[config.mk]
export PLATFORM = sky130hd
export DESIGN_NAME = alu_exec_stage
export DESIGN_NICKNAME = d
export VERILOG_FILES = /design/src/rtl/alu_exec_stage.sv
export SDC_FILE = /design/constraint.sdc
export NUM_CORES = 1
export LEC_CHECK = 0
export CAP_MARGIN = 15
export CORE_MARGIN = 2
export CORE_UTILIZATION = 35
export CTS_CLUSTER_DIAMETER = 200
export DETAILED_ROUTE_END_ITERATION = 8
export GPL_ROUTABILITY_DRIVEN = 0
export PLACE_DENSITY = 0.56
export SLEW_MARGIN = 20
export SYNTH_ARGS = -nofsm -noshare
export SYNTH_HDL_FRONTEND = slang
export SYNTH_SLANG_ARGS = --single-unit
[constraint.sdc]
create_clock -name clk -period 2.6 [get_ports clk]
set_input_delay 0.78 -clock clk [delete_from_list [all_inputs] [get_ports clk]]
set_output_delay 0.78 -clock clk [all_outputs]
set_load 0.02 [all_outputs]
[src/rtl/alu_exec_stage.sv]
`default_nettype none
// ============================================================================
// Module   : alu_exec_stage
// Purpose  : Execute stage fed by the register file. Takes operands A/B, an
//            opcode and a destination address, computes the result and drives
//            the register-file write port (W/Wen/WA) plus Z/C/N flags.
//            Single-cycle ops complete on the accept edge. MUL runs as an
//            iterative shift-add sequence and holds ready low until it is done.
// Ports    : clk, rst_n          clock / async active-low reset
//            start, ready        issue handshake (accept on start && ready)
//            op, A, B, dest      operation, operands, destination register
//            W, Wen, WA          write-back data, enable pulse, address
//            flag_z/c/n          zero, carry/borrow, negative
// Revision : 1.0 - initial release
// ============================================================================
module alu_exec_stage #(
    parameter int DATA_W     = 8,
    parameter int ADDR_W     = 4,
    parameter int MUL_CYCLES = 8
) (
    input  logic              clk,
    input  logic              rst_n,
    input  logic              start,
    output logic              ready,
    input  logic [3:0]        op,
    input  logic [DATA_W-1:0] A,
    input  logic [DATA_W-1:0] B,
    input  logic [ADDR_W-1:0] dest,
    output logic [DATA_W-1:0] W,
    output logic              Wen,
    output logic [ADDR_W-1:0] WA,
    output logic              flag_z,
    output logic              flag_c,
    output logic              flag_n
);

    localparam int c_cnt_w = $clog2(MUL_CYCLES + 1);
    localparam logic [c_cnt_w-1:0] c_cnt_last = c_cnt_w'(MUL_CYCLES - 1);

    localparam logic [0:0] c_st_idle = 1'b0;
    localparam logic [0:0] c_st_mul  = 1'b1;

    localparam logic [3:0] c_op_add   = 4'd0;
    localparam logic [3:0] c_op_sub   = 4'd1;
    localparam logic [3:0] c_op_and   = 4'd2;
    localparam logic [3:0] c_op_or    = 4'd3;
    localparam logic [3:0] c_op_xor   = 4'd4;
    localparam logic [3:0] c_op_not   = 4'd5;
    localparam logic [3:0] c_op_shl   = 4'd6;
    localparam logic [3:0] c_op_shr   = 4'd7;
    localparam logic [3:0] c_op_mul   = 4'd8;
    localparam logic [3:0] c_op_passb = 4'd9;

    logic [0:0]          r_state;
    logic [0:0]          w_state_next;

    logic [DATA_W-1:0]   r_w;
    logic [ADDR_W-1:0]   r_wa;
    logic                r_wen;
    logic                r_z;
    logic                r_c;
    logic                r_n;

    logic [2*DATA_W-1:0] r_mcand;
    logic [DATA_W-1:0]   r_mplier;
    logic [2*DATA_W-1:0] r_acc;
    logic [c_cnt_w-1:0]  r_cnt;
    logic [ADDR_W-1:0]   r_dest;

    logic                w_accept;
    logic                w_mul_last;
    logic [2*DATA_W-1:0] w_acc_next;
    logic [DATA_W:0]     w_ext;
    logic [DATA_W-1:0]   w_res;
    logic                w_c;
    logic                w_write;
    logic                w_is_mul;

    assign ready      = (r_state == c_st_idle);
    assign w_accept   = start && ready;
    assign w_mul_last = (r_state == c_st_mul) && (r_cnt == c_cnt_last);

    // Multiplier and multiplicand are shifted each step, so bit 0 of the
    // multiplier always selects whether the current partial product is added.
    assign w_acc_next = r_acc + (r_mplier[0] ? r_mcand : '0);

    // Single-cycle result and carry; w_ext carries the extra MSB that holds
    // carry-out for ADD and borrow for SUB (9-bit wrap sets it iff A < B).
    always_comb begin
        w_ext    = '0;
        w_res    = '0;
        w_c      = 1'b0;
        w_write  = 1'b1;
        w_is_mul = 1'b0;
        case (op)
            c_op_add: begin
                w_ext = {1'b0, A} + {1'b0, B};
                w_res = w_ext[DATA_W-1:0];
                w_c   = w_ext[DATA_W];
            end
            c_op_sub: begin
                w_ext = {1'b0, A} - {1'b0, B};
                w_res = w_ext[DATA_W-1:0];
                w_c   = w_ext[DATA_W];
            end
            c_op_and:   w_res = A & B;
            c_op_or:    w_res = A | B;
            c_op_xor:   w_res = A ^ B;
            c_op_not:   w_res = ~A;
            c_op_shl: begin
                w_res = {A[DATA_W-2:0], 1'b0};
                w_c   = A[DATA_W-1];
            end
            c_op_shr: begin
                w_res = {1'b0, A[DATA_W-1:1]};
                w_c   = A[0];
            end
            c_op_mul: begin
                w_write  = 1'b0;
                w_is_mul = 1'b1;
            end
            c_op_passb: w_res = B;
            default:    w_write = 1'b0;
        endcase
    end

    always_comb begin
        w_state_next = r_state;
        case (r_state)
            c_st_idle: if (w_accept && w_is_mul) w_state_next = c_st_mul;
            c_st_mul:  if (w_mul_last)           w_state_next = c_st_idle;
            default:   w_state_next = c_st_idle;
        endcase
    end

    always_ff @(posedge clk or negedge rst_n) begin
        if (!rst_n) begin
            r_state <= c_st_idle;
        end else begin
            r_state <= w_state_next;
        end
    end

    always_ff @(posedge clk or negedge rst_n) begin
        if (!rst_n) begin
            r_w      <= '0;
            r_wa     <= '0;
            r_wen    <= 1'b0;
            r_z      <= 1'b0;
            r_c      <= 1'b0;
            r_n      <= 1'b0;
            r_mcand  <= '0;
            r_mplier <= '0;
            r_acc    <= '0;
            r_cnt    <= '0;
            r_dest   <= '0;
        end else if (r_state == c_st_mul) begin
            r_wen    <= 1'b0;
            r_acc    <= w_acc_next;
            r_mcand  <= r_mcand << 1;
            r_mplier <= r_mplier >> 1;
            r_cnt    <= r_cnt + 1'b1;
            if (w_mul_last) begin
                r_w   <= w_acc_next[DATA_W-1:0];
                r_wa  <= r_dest;
                r_wen <= 1'b1;
                r_z   <= (w_acc_next[DATA_W-1:0] == '0);
                r_n   <= w_acc_next[DATA_W-1];
                r_c   <= |w_acc_next[2*DATA_W-1:DATA_W];
            end
        end else begin
            // Default to no write; W/WA/flags hold unless a writing op lands.
            r_wen <= 1'b0;
            if (w_accept) begin
                if (w_is_mul) begin
                    r_mcand  <= {{DATA_W{1'b0}}, A};
                    r_mplier <= B;
                    r_acc    <= '0;
                    r_cnt    <= '0;
                    r_dest   <= dest;
                end else if (w_write) begin
                    r_w   <= w_res;
                    r_wa  <= dest;
                    r_wen <= 1'b1;
                    r_z   <= (w_res == '0);
                    r_n   <= w_res[DATA_W-1];
                    r_c   <= w_c;
                end
            end
        end
    end

    assign W      = r_w;
    assign WA     = r_wa;
    assign Wen    = r_wen;
    assign flag_z = r_z;
    assign flag_c = r_c;
    assign flag_n = r_n;

endmodule
`default_nettype wire

==> Yosys cells after proc, flatten, opt, wreduce, memory -nomap -nowiden <==
Index checks and enable logic that the tools add are counted.
{ "totals": {"output_inout_bits": 17, "wordCells": 97, "reg_bits": 65} }
{ "op_classes": {"n_eq_ne": 12, "add_sub_neg": 4, "bitwise": 5, "n_reduce_logical": 14, "mux": 50} }
{ "op_table": {"columns": ["cell", "count"], "rows": [
  ["2-to-1 mux 16 bit", 7],
  ["case mux 8 bit (9 select lines)", 1],
  ["2-to-1 mux 8 bit", 8],
  ["2-to-1 mux 4 bit", 8],
  ["2-to-1 mux 1 bit", 24],
  ["== test 4 x 3 -> 1 bit (second input constant)", 5],
  ["adder 16 bit", 1],
  ["logical NOT 8 bit", 2],
  ["adder 8 x 8 -> 9 bit", 1],
  ["OR reduction 9 bit", 1],
  ["subtractor 8 x 8 -> 9 bit", 1],
  ["bitwise AND 8 bit", 1],
  ["== test 4 x 2 -> 1 bit (second input constant)", 2],
  ["== test 4 bit (second input constant)", 2],
  ["inverter 8 bit", 1],
  ["OR 8 bit", 1],
  ["OR reduction 8 bit", 1],
  ["bitwise XOR 8 bit", 1],
  ["nonzero test 2 bit", 3],
  ["adder 4 x 1 -> 4 bit (second input constant)", 1],
  ["== test 4 x 1 -> 1 bit (second input constant)", 1],
  ["logical NOT 4 bit", 1],
  ["case mux 1 bit (4 select lines)", 1],
  ["AND reduction 4 bit", 1],
  ["7 further kinds", 9]
]} }

==> Depth between registers and ports, before layout <==
{ "logic_depth": {"depth_word": 7, "ltp_mapped": 11} }

==> Worst setup path before layout <==
OpenSTA, ideal clock, no wires.
{ "synth_timing": {"kind": "input to register", "startpoint": "input A[0]", "endpoint": "register r_w[6], in the netlist W[6]", "required_ns": 2.479, "arrival_time_ns": 2.691, "n_path_buf": 0, "path_slack_ns": -0.212, "path_stages": 10, "setup_time_ns": 0.121, "cell_sequence": "inv_1 > ha_1 > fa_1 > o21bai_1 > a21oi_1 > o31a_2 > a221o_1 > a21oi_1 > nand2_1 > a22o_1"} }
{ "synth_between": {"elab_chain_cells": 6, "word_cells_on_any_way": 7} }
{ "synth_rtl": {"columns": ["item", "line", "text"], "rows": [
  ["start: declaration", "26", "input logic [DATA_W-1:0] A,"],
  ["subtractor 8 x 8 -> 9 bit / adder 8 x 8 -> 9 bit (equally long branches)", "102, 97", null],
  ["case mux 8 bit (9 select lines) *", "95", "case (op)"],
  ["2-to-1 mux 8 bit *", "181", "end else if (w_write) begin"],
  ["2-to-1 mux 8 bit *", "175", "if (w_is_mul) begin"],
  ["2-to-1 mux 8 bit *", "174", "if (w_accept) begin"],
  ["2-to-1 mux 8 bit *", "157", "end else if (r_state == c_st_mul) begin"],
  ["end signal: assignment", "164", "r_w <= w_acc_next[DATA_W-1:0];"],
  ["end signal: assignment", "182", "r_w <= w_res;"],
  ["end: declaration", "57", "logic [DATA_W-1:0] r_w;"]
]} }
Every way passes the cells marked *; elsewhere a longest branch is shown, timed or not. The select of a mux whose other input is x is not followed.
A chain may end at the register's enable or synchronous reset.

==> Final worst setup path <==
{ "layout_timing": {"startpoint": "input op[0]", "endpoint": "register r_z, in the netlist flag_z"} }
{ "layout_between": {"elab_chain_cells": 7, "word_cells_on_any_way": 22} }
{ "layout_rtl": {"columns": ["item", "line", "text"], "rows": [
  ["start: declaration", "25", "input logic [3:0] op,"],
  ["== test 4 bit (tied with other cells)", "95", null],
  ["case mux 8 bit (9 select lines)", "95", null],
  ["logical NOT 8 bit", "185", "r_z <= (w_res == '0);"],
  ["2-to-1 mux 1 bit", "181", null],
  ["2-to-1 mux 1 bit", "175", null],
  ["2-to-1 mux 1 bit", "174", null],
  ["2-to-1 mux 1 bit", "157", null],
  ["end signal: assignment", "167", "r_z <= (w_acc_next[DATA_W-1:0] == '0);"],
  ["end signal: assignment", "185", null],
  ["end: declaration", "60", "logic r_z;"]
]} }
Several ways; a longest one is shown, not always the timed one. The select of a mux whose other input is x is not followed.

==> impl_metrics.csv <==
group,metric,value,unit
run_status,status,"complete, but fails checks",
run_status,violations,"setup timing",
critical_path,worstSetupStartpointType,"primary input",
clocking,clock-root-buffer,"clkbuf_16",
detailed_routing,dr.pass1.iters,5,
layout,ff_latch_area,1600,um^2
die,rows,43,
logic_synthesis,postSynthCellCount,606,
critical_path,cp_slowest_cell,"or4_4",
layout,multi_input_area,3840,um^2
clocking,path_clk_slew,50,ps
pwr,p_per_area,760,nW/um^2
detailed_routing,wire_per_inst,16.7,um
logic_synthesis,synth.area.top_cells,"dfrtp_1 (32%), ha_1 (9.9%), nand2_1 (7.0%), o21ai_0 (5.9%), a21oi_1 (3.7%)",
timing,slew_headroom,0.639,
clocking,cts_buffers,9,
layout,fin_area,7920,um^2
logic_synthesis,synth.distinct_cells,70,
critical_path,path_depth,9,
detailed_routing,viasPerCell,5.46,
timing,post-route-period-util,1.03,
detailed_routing,drtIter0Drc,363,
detailed_routing,drc,0,
detailed_routing,antenna_left,0,
run,maxCapViolations,0,
critical_path,required,2840,ps
critical_path,worstRegToRegCells,10,
critical_path,cp_cell_sequence,"clkdlybuf4s50_1 -> buf_4 -> nand2b_4 -> o21ai_1 -> a31oi_2 -> or4_4 -> nor4_2 -> a32oi_1 -> o31ai_2",
pwr,peakVddDrop,0.000376,V
layout,final_cell_mix,"buf_4 (163), nand2_1 (94), dfrtp_1 (62), o21ai_0 (53)",
critical_path,crit_family,"simple AND/OR/NAND/NOR gates",
critical_path,worst-setup-path-type,"primary input to register",
logic_synthesis,synthesis.nets,676,
die,die_area,15400,um^2
logic_synthesis,syn_area,5060,um^2
layout,diodes,0,
grt,grt_pass1_vias,5341,
critical_path,crit_arrival,2920,ps
layout,fin_nets,875,
logic_synthesis,synth-edff-count,0,
grt,grt.overflow.total,0,
critical_path,timing.rr.start,"r_mplier[0]$_DFFE_PN0P_",
clocking,htree_levels,3,
layout,area_delta_synth_final,56.5,%
detailed_routing,routed_wl,16.5,mm
logic_synthesis,yosysSeqAreaShare,0.317,
timing,finalHoldViolCount,0,
die,die_y,124,um
logic_synthesis,async_reset_ff_frac,1.00,
logic_synthesis,synth-seq-cells,64,
logic_synthesis,yosys_warnings,0,
critical_path,crit_buf_inv,2,
critical_path,cp-startpoint,"op[0]",
timing,worst_slew_pin_slew,528,ps
placed_design,post-dp-hpwl,12.2,mm
timing,fin_setup_tns,-92.4,ps
critical_path,critPathMaxStageDelay,550,ps
critical_path,rr_endpoint,"flag_c$_DFFE_PN0P_",
die,fp.dieW,124,um
die,core_region_area,14000,um^2
logic_synthesis,synth_top_area_cell,"dfrtp_1",
logic_synthesis,synth.avg_cell_area,8.35,um^2
placed_design,dpl-instance-area,6840,um^2
min_path,worstHoldPathType,"primary input to async pin",
logic_synthesis,ys.flop_type,"dfrtp_1",
clocking,clock-sinks,64,
die,initial_core_util,0.362,
clocking,clk_latency,330,ps
timing,setup_violations,2,
layout,drive_gt1_frac,0.404,
clocking,cts_tree,"yes",
grt,grtUsageTotal,0.210,
grt,grt_pass1_wl,26.7,mm
clocking,cts_buffer_depth,2,
critical_path,crit_path_end,"flag_z$_DFFE_PN0P_",
layout,fillerInstances,1236,
detailed_routing,via_count,5396,
timing,period_minus_slack,2680,ps
critical_path,reg2reg_setup_slack,0,ps
die,pin_count,44,
pwr,p_leak,0.00360,uW
grt,antenna_found_initial,0,
critical_path,crit_path_max_fanout,5,
layout,final_common_cell,"buf_4",
critical_path,cp-end-kind,"register",
clocking,cts-hold-fix-buffers,0,
timing,fmax,373,MHz
grt,grt_max_degree,41,
timing,rsz0062_at_grt,"yes",
logic_synthesis,synth_top_area_frac,0.317,
timing,slew_violations,0,
timing,fin_ws,-82.6,ps
timing,skew,9.74,ps
placed_design,port-buffer-count,43,
-- registers in the layout (all words and copies together) (netlist names) --
| signal | flops |
|---|---|
| flag_c | 1 |
| r_mcand | 16 |
| r_dest | 4 |
| r_acc | 16 |
| r_cnt | 4 |
| Wen | 1 |
| r_mplier | 8 |
| flag_z | 1 |
| W | 8 |
| WA | 4 |
| r_state | 1 |
-- layout make-up --
type | instances | share of cell area
Clock buffer | 9 | 0.0284
Clock inverter | 6 | 0.0107
Inverter | 34 | 0.0177
Multi-Input combinational cell | 477 | 0.485
Sequential cell | 64 | 0.203
Tap cell | 180 | 0.0284
Timing Repair Buffer | 219 | 0.227
-- timing repair --
| action | CTS | global route |
|---|---|---|
| setup buffers | 15 | 9 |
| resized for setup | 97 | 75 |
| pin swaps | 32 | 39 |
| endpoints found under the setup margin | 12 | 18 |
| gates cloned | 0 | 1 |
-- worst min path at each step --
stage                                         end                    start  depth (start not counted)  slack (ps)
after floorplan           r_mplier[6]$_DFFE_PN0P_  r_mplier[7]$_DFFE_PN0P_                          2         450
after global placement          WA[1]$_DFFE_PN0P_        WA[1]$_DFFE_PN0P_                          2         460
after detailed placement  r_mplier[1]$_DFFE_PN0P_  r_mplier[2]$_DFFE_PN0P_                          2         470
after CTS                    r_cnt[2]$_DFFE_PN0P_                    rst_n                          1         390
after global routing         r_cnt[2]$_DFFE_PN0P_                    rst_n                          1         400
final                     r_mplier[3]$_DFFE_PN0P_                    rst_n                          1         390
-- stage by stage --
stage	worst slack [ps]	instances	power (uW)	utilization	hold WS [ps]
floorplan	-157	606	3130	-	453
global placement	-911	951	4240	0.489	461
detailed placement	-943	951	4310	0.489	471
CTS	-62.3	980	5830	0.540	391
global route	-152	989	6430	0.566	403
finish	-82.6	989	6020	0.566	385
-- routing by layer --
| metal | wire [um] | vias up | GRT usage |
|---|---|---|---|
| met2 | 7990 | 148 | 0.338 |
| met5 | 0 | - | 0 |
| met4 | 669 | 0 | 0.110 |
| met3 | 596 | 39 | 0.0241 |
| met1 | 7280 | 2601 | 0.277 |
| li1 | - | 2608 | - |
-- where the power goes --
group | total, uW | switching (uW) | leakage (uW) | internal [uW]
clock network | 1270 | 438 | 0.000147 | 829
registers | 1670 | 289 | 0.000843 | 1380
logic | 3080 | 1580 | 0.00261 | 1500
total | 6020 | 2310 | 0.00360 | 3710
-- cell families after synthesis --
logic type | synth area share
compound gates | 0.234
mux | 0.0546
flops | 0.317
xor+xnor | 0.0208
fa+ha+maj | 0.111
simple gates | 0.212
buf+inv | 0.0514
-- synth_stat cells, types with 6 or more instances --
library cell and n:
and3_1 9, nor2_1 30, and2_1 16, nor3_1 18, inv_1 31, nand3_1 15, nor2b_1 9, dfrtp_1 64
xor2_1 6, nand2_1 95, o21ai_0 60, xnor2_1 6, ha_1 40, clkbuf_1 26, a21oi_1 37, a21o_1 7
mux2i_1 13, a221oi_1 6
(Power assumes the default switching activity.)
